**src/rtl/msj_angle_poll_scheduler.sv**
```systemverilog
// -----------------------------------------------------------------------------
// msj_angle_poll_scheduler
//
// Purpose:
//   Periodically polls NUMBER_OF_SENSORS A1339 angle sensors that share one
//   SPI master and one MISO line. An internal rate timer issues one tick every
//   PERIOD = CLOCK_SPEED_HZ / UPDATE_FREQ_HZ cycles. Each accepted tick starts a
//   round that visits the enabled sensors in ascending index order. For each
//   sensor the block selects its chip select, hands a request to the SPI
//   master, waits for the returned frame (bounded by TIMEOUT_CYCLES) and
//   checks it. Good frames update that sensor's angle and fire a one-cycle
//   update strobe that paces the downstream PD controller / PWM latch.
//
// Ports:
//   clock        system clock
//   reset        asynchronous, active-high reset
//   enable       1 = new rounds may start (a running round always completes)
//   sensor_mask  per-sensor poll enable, sampled when each index is scanned
//   spi_req      transfer request to the SPI master, held until spi_ack
//   spi_ack      master accepted the request (1-cycle pulse)
//   spi_done     transfer complete, spi_rdata valid (1-cycle pulse)
//   spi_rdata    received 16-bit frame
//   ss_n_o       active-low chip selects, at most one low at a time
//   angle_o      last good 12-bit angle per sensor, sensor i at [12i+11:12i]
//   cycle_o      1-cycle strobe when angle i was updated
//   round_done   1-cycle strobe at the end of a round
//   busy         a round is in progress
//   error_count  saturating count of bad frames and timeouts
//   overrun      sticky: a tick arrived while a round was still running
//
// Build option:
//   ANGLE_POLL_RETRY_EN - when defined, a bad frame or a timeout triggers
//   exactly one re-request of the same sensor (after a 1-cycle deselect);
//   error_count only increments if that retry also fails. When undefined,
//   every failure counts and the scheduler advances immediately.
// -----------------------------------------------------------------------------
module msj_angle_poll_scheduler #(
  parameter int NUMBER_OF_SENSORS = 6,
  parameter int CLOCK_SPEED_HZ    = 50_000_000,
  parameter int UPDATE_FREQ_HZ    = 1000,
  parameter int TIMEOUT_CYCLES    = 1024
) (
  input  logic                            clock,
  input  logic                            reset,
  input  logic                            enable,
  input  logic [NUMBER_OF_SENSORS-1:0]    sensor_mask,
  output logic                            spi_req,
  input  logic                            spi_ack,
  input  logic                            spi_done,
  input  logic [15:0]                     spi_rdata,
  output logic [NUMBER_OF_SENSORS-1:0]    ss_n_o,
  output logic [NUMBER_OF_SENSORS*12-1:0] angle_o,
  output logic [NUMBER_OF_SENSORS-1:0]    cycle_o,
  output logic                            round_done,
  output logic                            busy,
  output logic [15:0]                     error_count,
  output logic                            overrun
);

  localparam int PERIOD = CLOCK_SPEED_HZ / UPDATE_FREQ_HZ;
  localparam int TICK_W = (PERIOD > 1) ? $clog2(PERIOD) : 1;
  localparam int TO_W   = (TIMEOUT_CYCLES > 1) ? $clog2(TIMEOUT_CYCLES) : 1;
  localparam int IDX_W  = (NUMBER_OF_SENSORS > 1) ? $clog2(NUMBER_OF_SENSORS) : 1;

  localparam logic [TICK_W-1:0] TICK_LAST = TICK_W'(PERIOD - 1);
  localparam logic [TO_W-1:0]   TO_LAST   = TO_W'(TIMEOUT_CYCLES - 1);
  localparam logic [IDX_W-1:0]  IDX_LAST  = IDX_W'(NUMBER_OF_SENSORS - 1);

  typedef enum logic [2:0] {
    S_IDLE  = 3'd0,
    S_SCAN  = 3'd1,
    S_REQ   = 3'd2,
    S_WAIT  = 3'd3,
    S_CHECK = 3'd4,
    S_END   = 3'd5
  } state_t;

  state_t             r_state;
  state_t             w_state_next;

  logic [TICK_W-1:0]  r_tick_cnt;
  logic [IDX_W-1:0]   r_idx;
  logic [TO_W-1:0]    r_to_cnt;
  logic [15:0]        r_rdata;
  logic [15:0]        r_error_count;
  logic               r_busy;
  logic               r_overrun;

  logic               w_tick;
  logic               w_start;
  logic               w_last;
  logic               w_mask_bit;
  logic               w_to_hit;
  logic               w_frame_good;
  logic               w_store;
  logic               w_err_inc;
  logic               w_select;
  logic               w_retry_avail;
  logic               w_forced_bad;

  // ---------------------------------------------------------------------------
  // Rate timer: free-running regardless of enable so the poll rate stays
  // locked to the clock even while polling is paused.
  // ---------------------------------------------------------------------------
  assign w_tick = (r_tick_cnt == TICK_LAST);

  always_ff @(posedge clock or posedge reset) begin
    if (reset) begin
      r_tick_cnt <= '0;
    end else if (w_tick) begin
      r_tick_cnt <= '0;
    end else begin
      r_tick_cnt <= r_tick_cnt + 1'b1;
    end
  end

  // ---------------------------------------------------------------------------
  // Shared decode
  // ---------------------------------------------------------------------------
  assign w_start    = w_tick & enable & (|sensor_mask);
  assign w_last     = (r_idx == IDX_LAST);
  assign w_mask_bit = sensor_mask[r_idx];
  assign w_to_hit   = (r_to_cnt == TO_LAST);

  // A1339 frames carry odd parity over all 16 bits; bit 13 is the sensor's
  // own error flag. A timeout (retry build) is treated as a bad frame so the
  // retry decision lives in a single place (CHECK).
  assign w_frame_good = (^r_rdata) & ~r_rdata[13] & ~w_forced_bad;
  assign w_store      = (r_state == S_CHECK) & w_frame_good;

`ifdef ANGLE_POLL_RETRY_EN
  logic r_retry_used;
  logic r_timed_out;

  assign w_retry_avail = ~r_retry_used;
  assign w_forced_bad  = r_timed_out;

  always_ff @(posedge clock or posedge reset) begin
    if (reset) begin
      r_retry_used <= 1'b0;
      r_timed_out  <= 1'b0;
    end else begin
      // Fresh retry budget for every sensor visited.
      if (r_state == S_SCAN) begin
        r_retry_used <= 1'b0;
      end else if ((r_state == S_CHECK) && (w_state_next == S_REQ)) begin
        r_retry_used <= 1'b1;
      end

      if (r_state == S_REQ) begin
        r_timed_out <= 1'b0;
      end else if ((r_state == S_WAIT) && !spi_done && w_to_hit) begin
        r_timed_out <= 1'b1;
      end
    end
  end
`else
  assign w_retry_avail = 1'b0;
  assign w_forced_bad  = 1'b0;
`endif

  // A failure is only counted once no retry remains for this sensor.
  assign w_err_inc = ((r_state == S_WAIT) & ~spi_done & w_to_hit & ~w_retry_avail) |
                     ((r_state == S_CHECK) & ~w_frame_good & ~w_retry_avail);

  // ---------------------------------------------------------------------------
  // FSM: state register
  // ---------------------------------------------------------------------------
  always_ff @(posedge clock or posedge reset) begin
    if (reset) begin
      r_state <= S_IDLE;
    end else begin
      r_state <= w_state_next;
    end
  end

  // ---------------------------------------------------------------------------
  // FSM: next state
  // ---------------------------------------------------------------------------
  always_comb begin
    w_state_next = r_state;
    unique case (r_state)
      S_IDLE: begin
        if (w_start) begin
          w_state_next = S_SCAN;
        end
      end
      S_SCAN: begin
        if (w_mask_bit) begin
          w_state_next = S_REQ;
        end else if (w_last) begin
          w_state_next = S_END;
        end else begin
          w_state_next = S_SCAN;
        end
      end
      S_REQ: begin
        if (spi_ack) begin
          w_state_next = S_WAIT;
        end
      end
      S_WAIT: begin
        if (spi_done) begin
          w_state_next = S_CHECK;
        end else if (w_to_hit) begin
          // With a retry pending, CHECK provides the 1-cycle deselect and
          // sends us back to REQ; otherwise advance straight away (the
          // following SCAN/END cycle is the deselect gap).
          if (w_retry_avail) begin
            w_state_next = S_CHECK;
          end else if (w_last) begin
            w_state_next = S_END;
          end else begin
            w_state_next = S_SCAN;
          end
        end
      end
      S_CHECK: begin
        if (!w_frame_good && w_retry_avail) begin
          w_state_next = S_REQ;
        end else if (w_last) begin
          w_state_next = S_END;
        end else begin
          w_state_next = S_SCAN;
        end
      end
      S_END: begin
        w_state_next = S_IDLE;
      end
      default: begin
        w_state_next = S_IDLE;
      end
    endcase
  end

  // ---------------------------------------------------------------------------
  // FSM: outputs. Decoded straight from the state so an asynchronous reset
  // releases the bus (spi_req low, all selects high) in the same cycle.
  // ---------------------------------------------------------------------------
  always_comb begin
    spi_req    = 1'b0;
    round_done = 1'b0;
    w_select   = 1'b0;
    unique case (r_state)
      S_REQ: begin
        spi_req  = 1'b1;
        w_select = 1'b1;
      end
      S_WAIT: begin
        w_select = 1'b1;
      end
      S_END: begin
        round_done = 1'b1;
      end
      default: begin
      end
    endcase
  end

  // ---------------------------------------------------------------------------
  // Round datapath
  // ---------------------------------------------------------------------------
  always_ff @(posedge clock or posedge reset) begin
    if (reset) begin
      r_idx         <= '0;
      r_to_cnt      <= '0;
      r_rdata       <= '0;
      r_error_count <= '0;
      r_busy        <= 1'b0;
      r_overrun     <= 1'b0;
    end else begin
      // Every path back into SCAN from a non-IDLE state moves to the next
      // index, so the increment keys off the next state alone.
      if (r_state == S_IDLE) begin
        r_idx <= '0;
      end else if (w_state_next == S_SCAN) begin
        r_idx <= r_idx + 1'b1;
      end

      if (r_state == S_REQ) begin
        r_to_cnt <= '0;
      end else if ((r_state == S_WAIT) && !w_to_hit) begin
        r_to_cnt <= r_to_cnt + 1'b1;
      end

      if ((r_state == S_WAIT) && spi_done) begin
        r_rdata <= spi_rdata;
      end

      if (w_err_inc && (r_error_count != 16'hFFFF)) begin
        r_error_count <= r_error_count + 16'd1;
      end

      if ((r_state == S_IDLE) && w_start) begin
        r_busy <= 1'b1;
      end else if (r_state == S_END) begin
        r_busy <= 1'b0;
      end

      // Ticks never queue: one arriving mid-round is dropped and flagged.
      if (w_tick && r_busy) begin
        r_overrun <= 1'b1;
      end
    end
  end

  assign busy        = r_busy;
  assign overrun     = r_overrun;
  assign error_count = r_error_count;

  // ---------------------------------------------------------------------------
  // Per-sensor chip select, angle register and update strobe
  // ---------------------------------------------------------------------------
  genvar gi;
  generate
    for (gi = 0; gi < NUMBER_OF_SENSORS; gi++) begin : g_sensor
      logic        w_hit;
      logic [11:0] r_angle;
      logic        r_cycle;

      assign w_hit = (r_idx == IDX_W'(gi));

      always_ff @(posedge clock or posedge reset) begin
        if (reset) begin
          r_angle <= '0;
          r_cycle <= 1'b0;
        end else begin
          r_cycle <= w_store & w_hit;
          if (w_store && w_hit) begin
            r_angle <= r_rdata[11:0];
          end
        end
      end

      assign ss_n_o[gi]           = ~(w_select & w_hit);
      assign angle_o[12*gi +: 12] = r_angle;
      assign cycle_o[gi]          = r_cycle;
    end
  endgenerate

endmodule

```
**config.mk**
```make
export PLATFORM = sky130hd
export DESIGN_NAME = msj_angle_poll_scheduler
export DESIGN_NICKNAME = d
export VERILOG_FILES = /design/src/rtl/msj_angle_poll_scheduler.sv
export SDC_FILE = /design/constraint.sdc
export NUM_CORES = 1
export LEC_CHECK = 0
export ABC_AREA = 1
export BUFFER_PORTS_ARGS = -buffer_cell sky130_fd_sc_hd__buf_2
export CAP_MARGIN = 20
export CORE_AREA = 2 2 147 149
export DETAILED_ROUTE_END_ITERATION = 6
export DIE_AREA = 0 0 149 151
export GPL_TIMING_DRIVEN = 0
export PLACE_DENSITY = 0.55
export SYNTH_ARGS = -nofsm -noshare
export SYNTH_HDL_FRONTEND = slang
export SYNTH_SLANG_ARGS = --single-unit
```
**constraint.sdc**
```tcl
create_clock -name clock -period 5.9 [get_ports clock]
set_input_delay 0.885 -clock clock [delete_from_list [all_inputs] [get_ports clock]]
set_output_delay 0.885 -clock clock [all_outputs]
set_load 0.005 [all_outputs]
```
==> results of run 1 <==
-- power by group through the flow --
stage,registers [mW],logic (mW),clock network [mW]
floorplan,1.01,0.0172,0
global placement,1.01,0.0335,0
detailed placement,1.01,0.0362,0
CTS,0.987,0.0365,1.13
global route,0.986,0.0406,1.17
finish,0.987,0.0344,1.09
-- state kept, by name, summed over array words and instances, names as in the netlist --
name              count
busy                  1
g_sensor.r_angle     72
r_to_cnt             10
overrun               1
error_count          16
g_sensor.r_cycle      6
r_state               3
r_idx                 3
r_rdata              16
r_tick_cnt           16
-- cell usage after synthesis, drive strengths merged, types with 8 or more instances --
master,number,area (um2)
a21oi,24,120.1
buf,14,106.3
clkbuf,12,45.04
dfrtp,144,3603
ha,8,100.1
inv,86,322.8
nand2,256,979.7
nand3,52,265.3
nand4,11,68.82
nor2,55,209.0
nor3,16,100.1
o21ai,88,440.4
xor2,13,113.9
-- per-layer routing --
| metal | global-route usage, % | part of all wire [%] | vias up |
|---|---|---|---|
| li1 | - | - | 2877 |
| met1 | 21.89 | 46 | 2636 |
| met2 | 26.68 | 48 | 111 |
| met3 | 3.886 | 4.4 | 13 |
| met4 | 4.905 | 0.97 | 0 |
| met5 | 0 | 0 | - |
-- worst register-to-register path, cell delays in order, from the launching register on --
cell and delay (ns):
dfrtp_1 0.40, inv_2 0.22, nand2_1 0.08, nand2_1 0.08, nand2_1 0.05, nand2_1 0.06, nand2_1 0.05, nand2_1 0.10
inv_1 0.05, nand2_1 0.05, nand3_1 0.11, inv_2 0.13, nand3_1 0.28, clkbuf_1 0.37, nand2_1 0.12, o21ai_1 0.07
-- how the worst max path moves through the flow --
| stage | from | endpoint | slack [ns] | cells after the start |
|---|---|---|---|---|
| 4_1_cts | r_idx[0]$_DFFE_PP0P_ | ss_n_o[2] | 3.28 | 6 |
| 5_1_grt | r_idx[0]$_DFFE_PP0P_ | ss_n_o[2] | 3.18 | 6 |
| 3_3_place_gp | reset | g_sensor[1].r_cycle$_DFF_PP0_ | -0.81 | 2 |
| 6_report | r_idx[0]$_DFFE_PP0P_ | ss_n_o[2] | 3.33 | 6 |
| 3_5_place_dp | r_rdata[7]$_DFFE_PP0P_ | g_sensor[4].r_angle[2]$_DFFE_PP0P_ | 3.54 | 15 |
| 2_1_floorplan | reset | busy$_DFFE_PP0P_ | 1.15 | 1 |
-- cell families after synthesis --
| family | count (synthesis) | synth area share (%) |
|---|---|---|
| simple gates | 397 | 25.21 |
| flops | 144 | 54.34 |
| fa+ha+maj | 8 | 1.509 |
| xor+xnor | 19 | 2.509 |
| buf+inv | 114 | 7.264 |
| compound gates | 119 | 9.170 |
-- area by class of cell --
type	instances	area (um2)	area share (%)
well taps	275	344.1	4.166
repair buffers	131	678.2	8.211
plain buffers	26	151.4	1.833
clock buffers	18	439.2	5.317
clock inverters	14	161.4	1.954
inverters	88	335.3	4.060
flip-flops and latches	144	3603	43.63
multi-input cells	543	2546	30.83
-- metrics by stage --
step	power, mW	setup TNS [ns]
2_1_floorplan	1.023	0
3_3_place_gp	1.040	-114.12
3_5_place_dp	1.042	0
4_1_cts	2.149	0
5_1_grt	2.200	0
6_report	2.114	0
==> impl_summary.txt, run 1 <==
----------------------------------------------------
[Critical path]
  Kind of cell adding the most delay to the critical path ... flip-flops
  Count of cells along the worst register-to-register path ... 15
  Flop2flop setup slack ... 3.56 ns
  Max FO, Critical Path ... 7
  Start-to-end type of the worst setup path ... reg2out
  Worst-path cell with the longest stage delay ... dfrtp_1
  Crit end category ... output pin
  Cell chain of the critical path ... inv_1 > ha_1 > inv_1 > nor2_1 > nand2_1 > buf_2
  Data required time of the worst path ... 5.02 ns
  Cell mode on critical path ... inv_1
  Slowest stage delay, CP ... 0.46 ns
  Crit path buf inv count ... 3
  Worst reg2reg path startpoint ... r_rdata[6]$_DFFE_PP0P_
  Worst Path Arrival ... 1.69 ns
  Kind of launch point of the worst setup path ... register
  Reg2Reg Capture Point ... g_sensor[3].r_angle[3]$_DFFE_PP0P_

[Logic synthesis]
  Top flip-flop cell by instance count after synthesis ... dfrtp_1
  Avg Inst Size Synth ... 8.279 um2
  Post-synth cell types ... 36
  Number of synthesized register bits ... 144
  Mapped Nets ... 836
  Number of warnings printed during yosys synthesis ... 0
  Post-synth EDFFs ... 0
  Synthesized cell area ... 6631 um2
  Number of standard cells after synthesis ... 801
  Portion of the post-synthesis area used by sequential elements ... 54.34%
  Share of synthesized flip-flops with an asynchronous set or reset ... 100.0%

[Power]
  Fraction of power consumed by combinational cells ... 1.6%
  Cell area power density ... 256.0 nW/um2
  Clock power frac ... 51.7%
  Peak supply drop ... 0.0001818 V
  Part of the power in registers ... 46.7%
  Net Switching ... 0.5023 mW
  Internal power ... 1.612 mW
  Leakage Power ... 4.436 nW
  Switching power share of the total ... 23.76%

[Floorplanning]
  Number of standard-cell rows in the floorplan ... 53
  Core Box Area ... 20,820 um2
  Starting Density ... 31.85%
  Io pins ... 131
  Overall die area ... 22,500 um2
  Horizontal die dimension ... 149 um
  Die span in y ... 151 um

[Clock network]
  Cells resized by post-CTS repair ... 0
  Number of buffers inserted by hold repair at cts ... 0
  Clock Tree Root ... clkbuf_16
  CTS tree ... built
  Postcts setup bufs ... 0
  Worst-skew pair later-pin latency ... 0.42 ns
  Number of clock sinks seen by CTS ... 144
  Worst-path clk slew ... 0.07 ns
  Total CTS buffers ... 17
  Maximum clock insertion buffer count ... 2
  H-tree level count ... 4

[Layout]
  Commonest cells after routing, fill and taps aside ... 254 x nand2_1, 144 x dfrtp_1, 134 x buf_2, 72 x o21ai_1, 63 x inv_1
  Post-route core utilization ... 39.66%
  Share of layout cells above drive strength 1 ... 21.58%
  Antenna fix cells ... 0
  Total non-filler cell area in the finished layout ... 8259 um2
  Post-layout net count ... 986
  Signed area change from the synthesized netlist to the final layout ... 24.55%
  FILL cells ... 2,160
  Most common cell after layout, fill and taps aside ... nand2_1
  Number of standard cells in the layout, taps in and fillers out ... 1,239

[Placement]
  Weighted congestion at the end of routability-driven global placement ... 0.8122
  Total placed cells including tap cells ... 1,207
  Worst setup slack before clock tree synthesis ... 3.540 ns
  Placement-stage cell area ... 7659 um2
  Count of input and output buffers ... 130
  Placed wire-length estimate after detailed placement ... 12,650 um

[Detailed routing]
  Routed vias/inst ... 4.550
  Aggregate routed wire length ... 17,640 um
  First-pass iteration count of the detailed router ... 4
  Drt first-iter violations ... 269
  Overall via count from detail_route ... 5,637
  DRC viols ... 0
  Post-detailed-route wirelength per cell ... 14.24 um
  DRT antenna net count ... 0

[STA]
  Setup-failing EPs final ... 0
  Peak Freq ... 388.4 MHz
  Minimum clock period after layout ... 2.575 ns
  Remaining max-slew budget at the tightest pin ... 60.24%
  Fin. Hold Viols ... 0
  Final clock skew ... 0.01287 ns
  Worst hold slack across all endpoints ... 0.4702 ns
  RSZ-0062 raised after global routing ... false
  Fin crit share ... 43.64%
  Max Slew Vio Count ... 0
  Slew of the pin with the lowest slew margin ... 0.5932 ns
  Worst Slack Setup Final ... 3.325 ns

[Min path]
  Hold path startpoint ... r_tick_cnt[0]$_DFF_PP0_
  WHS Path Cells ... 1
  Worst hold path type ... reg2reg
  Capture endpoint of the worst hold path ... r_tick_cnt[0]$_DFF_PP0_

[GRT]
  Antenna violations before repair ... 0
  Gr ovfl total ... 0
  Combined global-route utilization of all metal layers ... 16.42%
  Global-route wire length before repair ... 28,480 um
  Number of global-route vias before repair ... 5,351
  Largest net degree at the start of global routing ... 93

[Run status]
  Outcome ... finished clean

[Flow run]
  Max-capacitance violation count ... 0

----------------------------------------------------
Power figures use the tool's default switching activity.
==> run 2: changes to the inputs <==
==> config.mk (replaced) <==
export PLATFORM = sky130hd
export DESIGN_NAME = msj_angle_poll_scheduler
export DESIGN_NICKNAME = d
export VERILOG_FILES = /design/src/rtl/msj_angle_poll_scheduler.sv
export SDC_FILE = /design/constraint.sdc
export NUM_CORES = 1
export LEC_CHECK = 0
export ABC_AREA = 0
export BUFFER_PORTS_ARGS = -buffer_cell sky130_fd_sc_hd__buf_2
export CAP_MARGIN = 20
export CORE_AREA = 2 2 142 144
export DETAILED_ROUTE_END_ITERATION = 6
export DIE_AREA = 0 0 144 146
export GPL_TIMING_DRIVEN = 0
export PLACE_DENSITY = 0.57
export SYNTH_ARGS = -nofsm -noshare
export SYNTH_HDL_FRONTEND = slang
export SYNTH_SLANG_ARGS = --single-unit
==> constraint.sdc (replaced) <==
create_clock -name clock -period 2.3 [get_ports clock]
set_input_delay 0.345 -clock clock [delete_from_list [all_inputs] [get_ports clock]]
set_output_delay 0.345 -clock clock [all_outputs]
set_load 0.005 [all_outputs]
==> run 2 against run 1 <==
The flow now finishes with violations (setup timing). Setup slack worse by 3.4 ns. Final cell count is 25% lower. Combinational power grew to 2.9 times the previous value. Sequential share of layout area is 0.15 points lower. Worst hold slack worse by 0.31 ns. Non-clock buffer count is 15 higher. Largest cell class unchanged.
==> impl_summary.txt, run 2 <==
----------------------------------------------------
[Run status]
  Outcome ... complete, but fails checks
  Failing checks ... setup timing

[Detailed routing]
  Routed vias/inst ... 4.639
  DRT antenna net count ... 0
  Aggregate routed wire length ... 14,890 um
  Drt first-iter violations ... 218
  DRC viols ... 0
  First-pass iteration count of the detailed router ... 5
  Post-detailed-route wirelength per cell ... 15.95 um
  Overall via count from detail_route ... 4,333

[STA]
  Remaining max-slew budget at the tightest pin ... 65.70%
  Worst Slack Setup Final ... -0.1176 ns
  Worst hold slack across all endpoints ... 0.1597 ns
  Fin. Hold Viols ... 0
  Minimum clock period after layout ... 2.418 ns
  Slew of the pin with the lowest slew margin ... 0.5106 ns
  Peak Freq ... 413.6 MHz
  Max Slew Vio Count ... 0
  Final clock skew ... 0.008197 ns
  RSZ-0062 raised after global routing ... true
  Setup-failing EPs final ... 60
  Fin crit share ... 105.1%
  Setup total negative slack ... -2.854 ns

[Logic synthesis]
  Share of synthesized flip-flops with an asynchronous set or reset ... 100.0%
  Main area contributors after synthesis ... dfrtp_1 58%, mux2_2 16%, xnor2_1 4.4%, nand3_1 2.1%, nand2_1 2.1%
  Post-synth EDFFs ... 0
  Post-synthesis cell type with the largest combined area ... dfrtp_1
  Mapped Nets ... 517
  List of most frequent post-synthesis cells ... 144 x dfrtp_1, 89 x mux2_2, 34 x nand2_1
  Number of warnings printed during yosys synthesis ... 0
  Avg Inst Size Synth ... 12.79 um2
  Synthesized cell area ... 6163 um2
  Number of synthesized register bits ... 144
  Post-synth cell types ... 39
  Synth top area share ... 58.47%
  Portion of the post-synthesis area used by sequential elements ... 58.47%
  Number of standard cells after synthesis ... 482
  Top flip-flop cell by instance count after synthesis ... dfrtp_1
  Most common cell in the netlist ... dfrtp_1

[Clock network]
  Worst-path clk slew ... 0.06 ns
  Total CTS buffers ... 17
  Maximum clock insertion buffer count ... 2
  Worst-skew pair later-pin latency ... 0.42 ns
  Clock Tree Root ... clkbuf_16
  CTS tree ... built
  H-tree level count ... 4
  Number of clock sinks seen by CTS ... 144

[Critical path]
  Worst-path cell with the longest stage delay ... xnor3_2
  Slowest stage delay, CP ... 0.49 ns
  Start-to-end type of the worst setup path ... reg2reg
  Max FO, Critical Path ... 10
  Cell chain of the critical path ... xnor2_2 > xnor2_1 > xnor3_2 > nor3_4 > buf_12 > and3_4 > buf_12 > mux2_2
  Kind of cell adding the most delay to the critical path ... XOR/XNOR gates
  Cell mode on critical path ... buf_12
  Crit path buf inv count ... 2
  Data required time of the worst path ... 2.60 ns
  Crit end category ... register
  Flop2flop setup slack ... -0.12 ns
  Worst reg2reg path startpoint ... r_rdata[4]$_DFFE_PP0P_
  Worst Path Arrival ... 2.72 ns
  Reg2Reg Capture Point ... g_sensor[4].r_angle[2]$_DFFE_PP0P_
  Count of cells along the worst register-to-register path ... 8
  Kind of launch point of the worst setup path ... register

[Floorplanning]
  Die span in y ... 146 um
  Starting Density ... 31.88%
  Overall die area ... 21,020 um2
  Number of standard-cell rows in the floorplan ... 51
  Io pins ... 131
  Horizontal die dimension ... 144 um
  Core Box Area ... 19,330 um2

[Power]
  Peak supply drop ... 0.0004279 V
  Leakage Power ... 4.285 nW
  Internal power ... 4.310 mW
  Part of the power in registers ... 46.5%
  Clock power frac ... 51.7%
  Fraction of power consumed by combinational cells ... 1.8%
  Cell area power density ... 654.4 nW/um2
  Net Switching ... 1.137 mW
  Final total power ... 5.447 mW
  Switching power share of the total ... 20.87%

[Min path]
  Worst hold path type ... in2reg
  Hold path startpoint ... spi_rdata[10]
  Capture endpoint of the worst hold path ... r_rdata[10]$_DFFE_PP0P_
  WHS Path Cells ... 2

[Placement]
  Placed wire-length estimate after detailed placement ... 10,720 um
  Weighted congestion at the end of routability-driven global placement ... 0.7862
  Placement-stage cell area ... 7248 um2
  Count of input and output buffers ... 130
  Total placed cells including tap cells ... 881

[Layout]
  Most common cell after layout, fill and taps aside ... dfrtp_1
  Flip-flop count of the largest register after layout ... 72
  Signed area change from the synthesized netlist to the final layout ... 35.04%
  Post-layout net count ... 691
  Total non-filler cell area in the finished layout ... 8323 um2
  Commonest cells after routing, fill and taps aside ... 132 x dfrtp_1, 130 x buf_2, 86 x mux2_2, 32 x nor2_1, 31 x nand2_1
  Share of layout cells above drive strength 1 ... 50.07%
  Largest register by flop count ... g_sensor.r_angle
  Antenna fix cells ... 0
  Number of standard cells in the layout, taps in and fillers out ... 934

[GRT]
  Largest net degree at the start of global routing ... 41
  Gr ovfl total ... 0
  Combined global-route utilization of all metal layers ... 14.54%
  Global-route wire length before repair ... 23,470 um
  Number of global-route vias before repair ... 4,333
  Antenna violations before repair ... 0

[Flow run]
  Max-capacitance violation count ... 0

----------------------------------------------------
## run 2: how the worst max path moves through the flow
stage | from | end | cells past startpoint
finish | r_rdata[4]$_DFFE_PP0P_ | g_sensor[4].r_angle[2]$_DFFE_PP0P_ | 8
global route | r_rdata[4]$_DFFE_PP0P_ | g_sensor[4].r_angle[3]$_DFFE_PP0P_ | 8
CTS | r_rdata[10]$_DFFE_PP0P_ | g_sensor[4].r_angle[3]$_DFFE_PP0P_ | 8
detailed placement | r_rdata[7]$_DFFE_PP0P_ | g_sensor[1].r_angle[5]$_DFFE_PP0P_ | 7
global placement | reset | r_idx[0]$_DFFE_PP0P_ | 2
floorplan | reset | r_idx[0]$_DFFE_PP0P_ | 1
## run 2: area by class of cell
type | instances | area (um2)
multi-input combinational | 310 | 2646
sequential | 144 | 3618
inverter | 11 | 45.04
clock buffer | 20 | 446.7
timing repair buffer | 155 | 910.9
fill | 1828 | 11010
clock inverter | 12 | 158.9
buffer | 17 | 165.2
tap | 265 | 331.6
## run 2: metal layers
| metal | global-route usage, % | routed length [um] | part of all wire [%] | vias to the layer above |
|---|---|---|---|---|
| met3 | 3.850 | 798 | 5.4 | 13 |
| met1 | 19.53 | 6761 | 45 | 2167 |
| li1 | - | - | - | 2024 |
| met4 | 4.559 | 197 | 1.3 | 0 |
| met2 | 22.95 | 7136 | 48 | 129 |
| met5 | 0 | 0 | 0 | - |
## run 2: power groups by stage
stage	logic, mW	clock network (mW)	registers (mW)
floorplan	0.0424	0	2.58
global placement	0.0820	0	2.58
detailed placement	0.101	0	2.58
CTS	0.103	2.89	2.53
global route	0.115	3.01	2.53
finish	0.0993	2.81	2.53
## run 2: cells by family (layout without fill, tap and decap cells)
logic type	Yosys count	in the layout	share of synthesized area [%]
buffers and inverters	29	215	2.192
muxes	92	92	16.95
xor gates and xnor gates	46	46	7.207
DFF	144	144	58.47
and+or+nand+nor	135	135	10.54
adders and majority gates	8	8	1.624
AOI/OAI and AO/OA	28	29	3.025
## run 2: what timing repair did
item,in CTS,in global routing
gates resized for setup,52,24
endpoints found under the setup margin,112,113
endpoints found under the hold margin,8,0
pin swaps,10,8
buffers inserted,14,5
hold buffers,1,0
cloned,1,1
## run 2: per-stage QoR
step | utilization, % | setup WS (ns)
after floorplan | - | -0.01009
after global placement | 37.07 | -0.9256
after detailed placement | 37.49 | -0.6736
after CTS | 42.27 | -0.2806
after global routing | 43.05 | -0.1942
final | 43.05 | -0.1176
## run 2: worst reg2reg max path, cell delays in order (launching register included)
cell	delay, ns
dfrtp_2	0.46
xnor2_2	0.19
xnor2_1	0.15
xnor3_2	0.49
nor3_4	0.17
buf_12	0.14
and3_4	0.21
buf_12	0.15
mux2_2	0.34
==> run 3: changes to the inputs <==
--- a/config.mk
+++ b/config.mk
@@ -12,7 +12,7 @@
 export DETAILED_ROUTE_END_ITERATION = 6
 export DIE_AREA = 0 0 144 146
 export GPL_TIMING_DRIVEN = 0
-export PLACE_DENSITY = 0.57
+export PLACE_DENSITY = 0.55
 export SYNTH_ARGS = -nofsm -noshare
 export SYNTH_HDL_FRONTEND = slang
 export SYNTH_SLANG_ARGS = --single-unit
==> constraint.sdc (replaced) <==
create_clock -name clock -period 3.1 [get_ports clock]
set_input_delay 0.465 -clock clock [delete_from_list [all_inputs] [get_ports clock]]
set_output_delay 0.465 -clock clock [all_outputs]
set_load 0.005 [all_outputs]
==> run 3 against run 2 <==
Clock skew rose by 0.00089 ns. The flow now finishes without violations. Worst hold slack got worse by 0.093 ns. Via count fell by 2.5%. Power fell by 27%. Combinational power fell by 28%. Wire length fell by 3.0%. Highest routed layer unchanged. Setup slack improved by 0.35 ns.
==> impl_summary.txt, run 3 (synthesis results as in run 2) <==
----------------------------------------------------
[Floorplanning]
  Number of standard-cell rows in the floorplan ... 51
  Starting Density ... 31.88%
  Horizontal die dimension ... 144 um
  Core Box Area ... 19,330 um2
  Io pins ... 131
  Overall die area ... 21,020 um2
  Die span in y ... 146 um

[Power]
  Cell area power density ... 511.0 nW/um2
  Peak supply drop ... 0.0003777 V
  Leakage Power ... 4.064 nW

[Clock network]
  Worst-path clk slew ... 0.06 ns
  CTS tree ... built
  Clock Tree Root ... clkbuf_16
  Maximum clock insertion buffer count ... 2
  Worst-skew pair later-pin latency ... 0.42 ns
  Total CTS buffers ... 17
  Number of clock sinks seen by CTS ... 144
  H-tree level count ... 4

[STA]
  Remaining max-slew budget at the tightest pin ... 44.22%
  Fin crit share ... 92.42%
  Peak Freq ... 349.0 MHz
  Setup-failing EPs final ... 0
  RSZ-0062 raised after global routing ... false
  Max Slew Vio Count ... 0
  Fin. Hold Viols ... 0
  Setup total negative slack ... 0 ns
  Worst Slack Setup Final ... 0.2350 ns
  Minimum clock period after layout ... 2.865 ns
  Final clock skew ... 0.009083 ns
  Slew of the pin with the lowest slew margin ... 0.8367 ns

[Detailed routing]
  Overall via count from detail_route ... 4,226
  Drt first-iter violations ... 161
  First-pass iteration count of the detailed router ... 4
  Aggregate routed wire length ... 14,440 um
  DRC viols ... 0
  DRT antenna net count ... 0
  Routed vias/inst ... 4.634
  Post-detailed-route wirelength per cell ... 15.84 um

[Critical path]
  Max FO, Critical Path ... 10
  Slowest stage delay, CP ... 0.49 ns
  Crit path buf inv count ... 1
  Kind of cell adding the most delay to the critical path ... XOR/XNOR gates
  Cell mode on critical path ... xnor3_1
  Crit end category ... register
  Cell chain of the critical path ... xnor3_1 > xnor3_1 > xnor3_1 > nor3_4 > and3_1 > buf_2 > mux2_2
  Worst-path cell with the longest stage delay ... dfrtp_1
  Data required time of the worst path ... 3.40 ns
  Start-to-end type of the worst setup path ... reg2reg
  Worst Path Arrival ... 3.16 ns
  Kind of launch point of the worst setup path ... register

[Run status]
  Outcome ... finished clean

[Placement]
  Count of input and output buffers ... 130
  Placed wire-length estimate after detailed placement ... 10,650 um
  Total placed cells including tap cells ... 881
  Weighted congestion at the end of routability-driven global placement ... 0.8119
  Placement-stage cell area ... 7229 um2
  Worst setup slack before clock tree synthesis ... 0.01149 ns

[Layout]
  Number of standard cells in the layout, taps in and fillers out ... 912
  Share of layout cells above drive strength 1 ... 41.73%
  Signed area change from the synthesized netlist to the final layout ... 27.06%
  Largest register by flop count ... g_sensor.r_angle
  Total non-filler cell area in the finished layout ... 7831 um2
  Post-route core utilization ... 40.50%
  Most common cell after layout, fill and taps aside ... dfrtp_1
  Post-layout net count ... 670
  Flip-flop count of the largest register after layout ... 72
  Commonest cells after routing, fill and taps aside ... 144 x dfrtp_1, 133 x buf_2, 89 x mux2_2, 34 x nand2_1, 33 x nor2_1
  Antenna fix cells ... 0

[GRT]
  Antenna violations before repair ... 0
  Largest net degree at the start of global routing ... 37
  Number of global-route vias before repair ... 4,391
  Global-route wire length before repair ... 23,540 um
  Gr ovfl total ... 0
  Combined global-route utilization of all metal layers ... 14.50%

[Min path]
  Worst hold path type ... in2async

[Flow run]
  Max-capacitance violation count ... 0

----------------------------------------------------
[run 3: path summary, 6_finish.rpt]
| kind | from | to | slack [ns] | cells after the start |
|---|---|---|---|---|
| min | reset | g_sensor[4].r_angle[8]$_DFFE_PP0P_ | 0.07 | 2 |
| min in group clock | spi_rdata[4] | r_rdata[4]$_DFFE_PP0P_ | 0.28 | 2 |
| max | r_rdata[11]$_DFFE_PP0P_ | g_sensor[4].r_angle[4]$_DFFE_PP0P_ | 0.23 | 7 |
| max reg2reg | r_rdata[11]$_DFFE_PP0P_ | g_sensor[4].r_angle[4]$_DFFE_PP0P_ | 0.23 | 7 |
| max in group asynchronous | reset | error_count[2]$_DFFE_PP0P_ | 2.05 | 5 |
| min reg2reg | overrun$_DFFE_PP0P_ | overrun$_DFFE_PP0P_ | 0.46 | 1 |
[run 3: final cells by class]
cell class / instances / area (um2)
fill: 1879 / 11500
timing repair buffer: 134 / 730.7
clock buffer: 22 / 484.2
clock inverter: 9 / 107.6
inverter: 11 / 45.04
tap: 265 / 331.6
multi-input combinational: 309 / 2431
sequential: 144 / 3603
buffer: 18 / 97.59
[run 3: through the flow]
stage	power (mW)	hold WS, ns
floorplan	1.946	0.4329
detailed placement	1.990	0.4461
global route	4.142	0.08638
CTS	4.062	0.05842
global placement	1.975	0.4383
finish	4.002	0.06646
[run 3: what timing repair did]
item,in CTS,in global routing
setup buffers,0,0
resized for setup,0,4
hold buffers,0,0
setup endpoints to repair,0,46
[run 3: power breakdown]
part	internal, mW	switching, mW	total, mW
Combinational	0.0245	0.0467	0.0712
Clock	1.26	0.787	2.05
Sequential	1.88	0	1.88
Total	3.17	0.833	4.00
[run 3: layer usage]
metal | share of wire (%) | global-route usage (%)
met5 | 0 | 0
met1 | 47 | 19.12
met2 | 47 | 23.17
met3 | 5.0 | 3.620
met4 | 1.6 | 5.049
